$ cat src/rtl/nec_ir_transmitter.sv
// NEC infrared transmitter.
// Accepts an 8-bit address and command over a valid/ready handshake and sends
// them as a 32-bit NEC frame (leader, 32 pulse-distance bits LSB first, stop
// mark, then a gap that pads the frame period to FRAME_UNITS units).
// Optional feature: define NEC_REPEAT_EN to send NEC repeat codes while
// tx_repeat is held at the end of each frame period.
//
// Ports:
//   clk          system clock
//   rst          asynchronous active-high reset
//   tx_valid     request to send a frame
//   tx_addr      NEC address byte
//   tx_cmd       NEC command byte
//   tx_repeat    key-held indication (NEC_REPEAT_EN builds only)
//   tx_ready     high while idle; a request is accepted when valid & ready
//   tx_done      one-cycle pulse in the last cycle of each stop mark
//   ir_envelope  unmodulated mark/space envelope (1 = mark)
//   ir_tx_out    envelope gated by the carrier; drives the IR LED
module nec_ir_transmitter #(
    parameter int unsigned UNIT_CYC     = 28125,
    parameter int unsigned CARRIER_DIV  = 1316,
    parameter int unsigned CARRIER_HIGH = 439,
    parameter int unsigned FRAME_UNITS  = 192
) (
    input  logic       clk,
    input  logic       rst,
    input  logic       tx_valid,
    input  logic [7:0] tx_addr,
    input  logic [7:0] tx_cmd,
    input  logic       tx_repeat,
    output logic       tx_ready,
    output logic       tx_done,
    output logic       ir_envelope,
    output logic       ir_tx_out
);

    localparam int unsigned UNIT_W = (UNIT_CYC > 1) ? $clog2(UNIT_CYC) : 1;
    localparam int unsigned CAR_W  = (CARRIER_DIV > 1) ? $clog2(CARRIER_DIV) : 1;
    localparam int unsigned PER_W  = $clog2(FRAME_UNITS * UNIT_CYC) + 1;
    localparam int unsigned DUR_W  = 5;
    localparam int unsigned BIT_W  = 5;

    localparam logic [UNIT_W-1:0] UNIT_LAST = UNIT_W'(UNIT_CYC - 1);
    localparam logic [CAR_W-1:0]  CAR_LAST  = CAR_W'(CARRIER_DIV - 1);
    localparam logic [PER_W-1:0]  PER_LAST  = PER_W'(FRAME_UNITS * UNIT_CYC - 1);
    localparam logic [CAR_W:0]    CAR_HIGH  = (CAR_W + 1)'(CARRIER_HIGH);

    typedef enum logic [3:0] {
        IDLE,
        LEAD_MARK,
        LEAD_SPACE,
        BIT_MARK,
        BIT_SPACE,
        STOP_MARK,
        GAP,
        REP_MARK,
        REP_SPACE
    } state_t;

    state_t             state, state_nxt;
    logic [31:0]        shreg, shreg_nxt;
    logic [BIT_W-1:0]   bit_idx, bit_nxt;
    logic [UNIT_W-1:0]  unit_cnt, unit_nxt;
    logic [DUR_W-1:0]   dur_cnt, dur_nxt;
    logic [PER_W-1:0]   per_cnt, per_nxt;
    logic [CAR_W-1:0]   car_cnt, car_nxt;
    logic [DUR_W-1:0]   dur_last;
    logic               unit_end;
    logic               seg_end;
    logic               env_nxt;
    logic               out_nxt;
    logic               ready_nxt;
    logic               done_nxt;

`ifndef NEC_REPEAT_EN
    logic unused_repeat;
    assign unused_repeat = tx_repeat;
`endif

    // State register.
    always_ff @(posedge clk or posedge rst) begin
        if (rst) begin
            state <= IDLE;
        end else begin
            state <= state_nxt;
        end
    end

    // Next state, counters and next output values.
    always_comb begin
        state_nxt = state;
        shreg_nxt = shreg;
        bit_nxt   = bit_idx;
        unit_nxt  = unit_cnt;
        dur_nxt   = dur_cnt;
        per_nxt   = per_cnt;
        car_nxt   = car_cnt;
        dur_last  = '0;
        env_nxt   = 1'b0;
        out_nxt   = 1'b0;
        ready_nxt = 1'b0;
        done_nxt  = 1'b0;

        // Last unit index of the current state (duration minus one).
        case (state)
            LEAD_MARK,
            REP_MARK:   dur_last = DUR_W'(15);
            LEAD_SPACE: dur_last = DUR_W'(7);
            REP_SPACE:  dur_last = DUR_W'(3);
            BIT_SPACE:  dur_last = shreg[0] ? DUR_W'(2) : DUR_W'(0);
            default:    dur_last = '0;
        endcase

        unit_end = (unit_cnt == UNIT_LAST);
        seg_end  = unit_end && (dur_cnt == dur_last);

        case (state)
            IDLE: begin
                if (tx_valid && tx_ready) begin
                    state_nxt = LEAD_MARK;
                    shreg_nxt = {~tx_cmd, tx_cmd, ~tx_addr, tx_addr};
                    bit_nxt   = '0;
                end
            end
            LEAD_MARK:  if (seg_end) state_nxt = LEAD_SPACE;
            LEAD_SPACE: if (seg_end) state_nxt = BIT_MARK;
            BIT_MARK:   if (seg_end) state_nxt = BIT_SPACE;
            BIT_SPACE: begin
                if (seg_end) begin
                    shreg_nxt = shreg >> 1;
                    bit_nxt   = bit_idx + BIT_W'(1);
                    state_nxt = (bit_idx == BIT_W'(31)) ? STOP_MARK : BIT_MARK;
                end
            end
            STOP_MARK:  if (seg_end) state_nxt = GAP;
            GAP: begin
                if (per_cnt == PER_LAST) begin
`ifdef NEC_REPEAT_EN
                    state_nxt = tx_repeat ? REP_MARK : IDLE;
`else
                    state_nxt = IDLE;
`endif
                end
            end
            REP_MARK:   if (seg_end) state_nxt = REP_SPACE;
            REP_SPACE:  if (seg_end) state_nxt = STOP_MARK;
            default:    state_nxt = IDLE;
        endcase

        // Unit/duration counters restart on every state change.
        if ((state_nxt != state) || (state_nxt == IDLE)) begin
            unit_nxt = '0;
            dur_nxt  = '0;
        end else if (unit_end) begin
            unit_nxt = '0;
            dur_nxt  = dur_cnt + DUR_W'(1);
        end else begin
            unit_nxt = unit_cnt + UNIT_W'(1);
        end

        // Frame period is measured from leader (or repeat mark) start.
        if ((state_nxt == IDLE) ||
            ((state_nxt != state) && ((state_nxt == LEAD_MARK) || (state_nxt == REP_MARK)))) begin
            per_nxt = '0;
        end else begin
            per_nxt = per_cnt + PER_W'(1);
        end

        env_nxt = (state_nxt == LEAD_MARK) || (state_nxt == BIT_MARK) ||
                  (state_nxt == STOP_MARK) || (state_nxt == REP_MARK);

        // Carrier phase restarts on each mark so every mark begins high.
        if (env_nxt && !ir_envelope) begin
            car_nxt = '0;
        end else if (car_cnt == CAR_LAST) begin
            car_nxt = '0;
        end else begin
            car_nxt = car_cnt + CAR_W'(1);
        end

        out_nxt   = env_nxt && ({1'b0, car_nxt} < CAR_HIGH);
        ready_nxt = (state_nxt == IDLE);
        done_nxt  = (state_nxt == STOP_MARK) && (unit_nxt == UNIT_LAST) && (dur_nxt == '0);
    end

    // Datapath and registered outputs.
    always_ff @(posedge clk or posedge rst) begin
        if (rst) begin
            shreg       <= '0;
            bit_idx     <= '0;
            unit_cnt    <= '0;
            dur_cnt     <= '0;
            per_cnt     <= '0;
            car_cnt     <= '0;
            tx_ready    <= 1'b1;
            tx_done     <= 1'b0;
            ir_envelope <= 1'b0;
            ir_tx_out   <= 1'b0;
        end else begin
            shreg       <= shreg_nxt;
            bit_idx     <= bit_nxt;
            unit_cnt    <= unit_nxt;
            dur_cnt     <= dur_nxt;
            per_cnt     <= per_nxt;
            car_cnt     <= car_nxt;
            tx_ready    <= ready_nxt;
            tx_done     <= done_nxt;
            ir_envelope <= env_nxt;
            ir_tx_out   <= out_nxt;
        end
    end

endmodule

$ cat config.mk
export PLATFORM = sky130hd
export DESIGN_NAME = nec_ir_transmitter
export DESIGN_NICKNAME = d
export VERILOG_FILES = /design/src/rtl/nec_ir_transmitter.sv
export SDC_FILE = /design/constraint.sdc
export NUM_CORES = 1
export LEC_CHECK = 0
export ABC_AREA = 1
export CORE_MARGIN = 4
export CORE_UTILIZATION = 45
export CTS_BUF_LIST = sky130_fd_sc_hd__clkbuf_8
export DETAILED_ROUTE_END_ITERATION = 12
export DONT_BUFFER_PORTS = 1
export PLACE_DENSITY = 0.68
export SYNTH_ARGS = -nofsm -noshare
export SYNTH_HDL_FRONTEND = slang
export SYNTH_SLANG_ARGS = --single-unit
$ cat constraint.sdc
create_clock -name clk -period 3.7 [get_ports clk]
set_input_delay 0.555 -clock clk [delete_from_list [all_inputs] [get_ports clk]]
set_output_delay 0.555 -clock clk [all_outputs]
set_load 0.005 [all_outputs]
==> qor.csv <==
metric;value;unit
status;completed;
core_area;11600;um2
firstDrtPassIters;7;
worst_ep_arrival_time;3.14;ns
grtUsageMet2;0.272;
clk_path_buf_depth;2;
antenna_found_initial;0;
hp-class;in2async;
power_leakage;2.75;nW
yosys.area.top_type_share;0.459;
drive_above_1_share;0.101;
synth_edf_count;0;
grt-busiest-layer;met2;
dieArea;13800;um2
postCtsSetupRepairBufs;0;
use_met3;0.0490;
setup_viol;0;
die-width;118;um
h-tree-depth;3;
peakVddDrop;0.000254;V
syn-num-nets;722;
vias;4375;
io_pins;24;
remaining_drc_errors;0;
rsz0062_at_grt;false;
rows;39;
insertion_delay;0.37;ns
synth_area_leaders;dfrtp_1, nand2_1, nor2_1;
ys_types;37;
hold_violations;0;
tns;0;ns
p_per_area;326;nW/um2
vias_per_cell;5.19;
die_y;118;um
wl_per_cell;12.6;um
crit_path_end_kind;flip-flop;
wirelength;10600;um
hold_buffers;0;
timing_worst_setup_path_type;reg2reg;
drv_slew;0;
crit_path_max_fanout;13;
io_buffers;0;
syn_area;5400;um2
tightestPinTransition;0.840;ns
grt_pass1_wl;19000;um
grtUsageMet1;0.209;
cts.reportedPaths.clkPinSlew;0.10;ns
power;0.00188;W
fmax;348;MHz
cts_resized;0;
syn_to_final_growth;6.68;%
nNetsFinal;722;
seq_area;2500;um2
cap_violations;0;
cts-root-buf;clkbuf_8;
syn-instance-count;695;
initial_utilization;0.467;
synth_ff_type;dfrtp_1;
startpoint_type;flip-flop;
ys_warn_count;0;
period_share;0.776;
synth-seq-cells;100;
multi_input_area;2510;um2
synth_top_area_cell;dfrtp_1;
grt_pass1_vias;4310;
antenna_left;0;
syn_avg_cell_area;7.77;um2
grt-ovfl-total;0;
slew_headroom;0.439;
ys_seq_area_frac;0.464;
async_flop_share;1.00;
cts_tree;built;
fillCellCount;1093;
cts.sinks;100;
fin_worst_skew;0.0115;ns
drt_iter0_markers;319;
gp_congestion;0.827;
numCtsBuffers;9;
hpwl;7700;um
antenna_cells;0;
finalCriticalPeriod;2.87;ns
reg2reg_depth;21;
grt_max_degree;67;
cp.required;3.97;ns
track_usage;0.163;
-- routing by layer --
metal	routed length [um]	vias to the layer above
met5	0	-
met4	74	0
met3	381	4
met2	5140	54
met1	5010	2067
li1	-	2250
-- final cells by class --
cell class / instances / area share
Inverter: 83 / 0.0545
Tap cell: 143 / 0.0311
Timing Repair Buffer: 4 / 0.00522
Clock buffer: 11 / 0.0263
Multi-Input combinational cell: 497 / 0.436
Sequential cell: 100 / 0.435
Clock inverter: 5 / 0.0117
-- critical path, stage by stage, from the launching register on --
cell and delay, ns:
dfrtp_1 0.42, inv_1 0.07, ha_1 0.17, nand2_1 0.05
inv_1 0.05, nand2_1 0.06, nor2_1 0.08, nand2_1 0.16
nor2_1 0.14, nand2_1 0.10, nor2_4 0.13, nand3_4 0.13
nand2_1 0.08, nand2_1 0.06, nand2_2 0.08, nand2_2 0.08
nand2_1 0.08, nand3_2 0.08, nor2_4 0.21, nand2_2 0.22
a31oi_1 0.22, nor2_1 0.09
-- sequential cells by signal, indices dropped and copies added (netlist names) --
register	count
state	4
tx_ready	1
per_cnt	24
dur_cnt	5
ir_tx_out	1
shreg	32
bit_idx	5
unit_cnt	15
ir_envelope	1
tx_done	1
car_cnt	11
-- where the power goes --
group          switching, W  internal, W  leakage [nW]
Combinational     0.0000266   0.00000802          1.46
Sequential                0      0.00109          1.18
Clock              0.000390     0.000359         0.112
Total              0.000416      0.00146          2.75
-- cell families after synthesis --
| kind of cell | share of synthesized area |
|---|---|
| AND/OR/NAND/NOR | 0.335 |
| flip-flops | 0.464 |
| buffers and inverters | 0.0712 |
| AO/OA/AOI/OAI | 0.0793 |
| XOR/XNOR | 0.0325 |
| adder cells (fa/ha/maj) | 0.0162 |
| multiplexers | 0.00185 |
-- placed cells by master, fill, tap and decap left out, types with 2 or more instances in the layout --
master    netlist  final
buf_4           1      4
dfrtp_1        99     99
nand3_1        31     31
clkbuf_8        0     11
nand2_1       150    150
a21oi_1        12     12
nor3_1         23     23
o21ai_0        41     41
o22ai_1         2      2
xnor2_1         5      5
or2_2          13     13
a31oi_1        19     19
nand2_2        13     13
clkinv_4        0      2
nand3_4         2      2
nor4_1         11     11
nor3_2          4      4
nor3b_1         9      9
xor2_1         15     15
nor2_4          2      2
nand4_1        17     17
nand3_2         2      2
nor2_2          3      4
and3_1          2      2
nor2_1        107    106
inv_1          76     75
inv_2           7      7
ha_1            7      7
-- worst paths after layout --
kind                       slack, ns                  start                endpoint
setup / recovery                0.83  unit_cnt[0]$_DFF_PP0_       tx_done$_DFF_PP0_
hold / removal                  0.20                    rst   per_cnt[14]$_DFF_PP0_
setup reg to reg                0.83  unit_cnt[0]$_DFF_PP0_       tx_done$_DFF_PP0_
hold reg to reg                 0.47   per_cnt[0]$_DFF_PP0_    per_cnt[0]$_DFF_PP0_
max in group asynchronous       2.73                    rst  unit_cnt[13]$_DFF_PP0_
min in group clk                0.28              tx_cmd[7]   shreg[31]$_DFFE_PP0P_
-- per-stage QoR --
| stage | hold WS [ns] | instances | utilization | instance area [um2] | setup slack [ns] |
|---|---|---|---|---|---|
| floorplan | 0.425 | 695 | - | 5400 | 0.528 |
| global placement | 0.441 | 827 | 0.479 | 5540 | 0.866 |
| detailed placement | 0.451 | 827 | 0.479 | 5540 | 0.861 |
| CTS | 0.226 | 843 | 0.498 | 5760 | 0.830 |
| global route | 0.261 | 843 | 0.498 | 5760 | 0.448 |
| finish | 0.203 | 843 | 0.498 | 5760 | 0.828 |
-- cells in the mapped netlist, drive strengths merged, types with 6 or more instances --
cell type,n
a21oi,12
nor3,27
clkbuf,9
nor2,112
or2,13
dfrtp,99
nor4,11
inv,83
nand3,35
xor2,15
o21ai,42
buf,6
ha,7
nand4,18
nor3b,9
nand2,163
a31oi,19
Power figures use the tool's default switching activity.
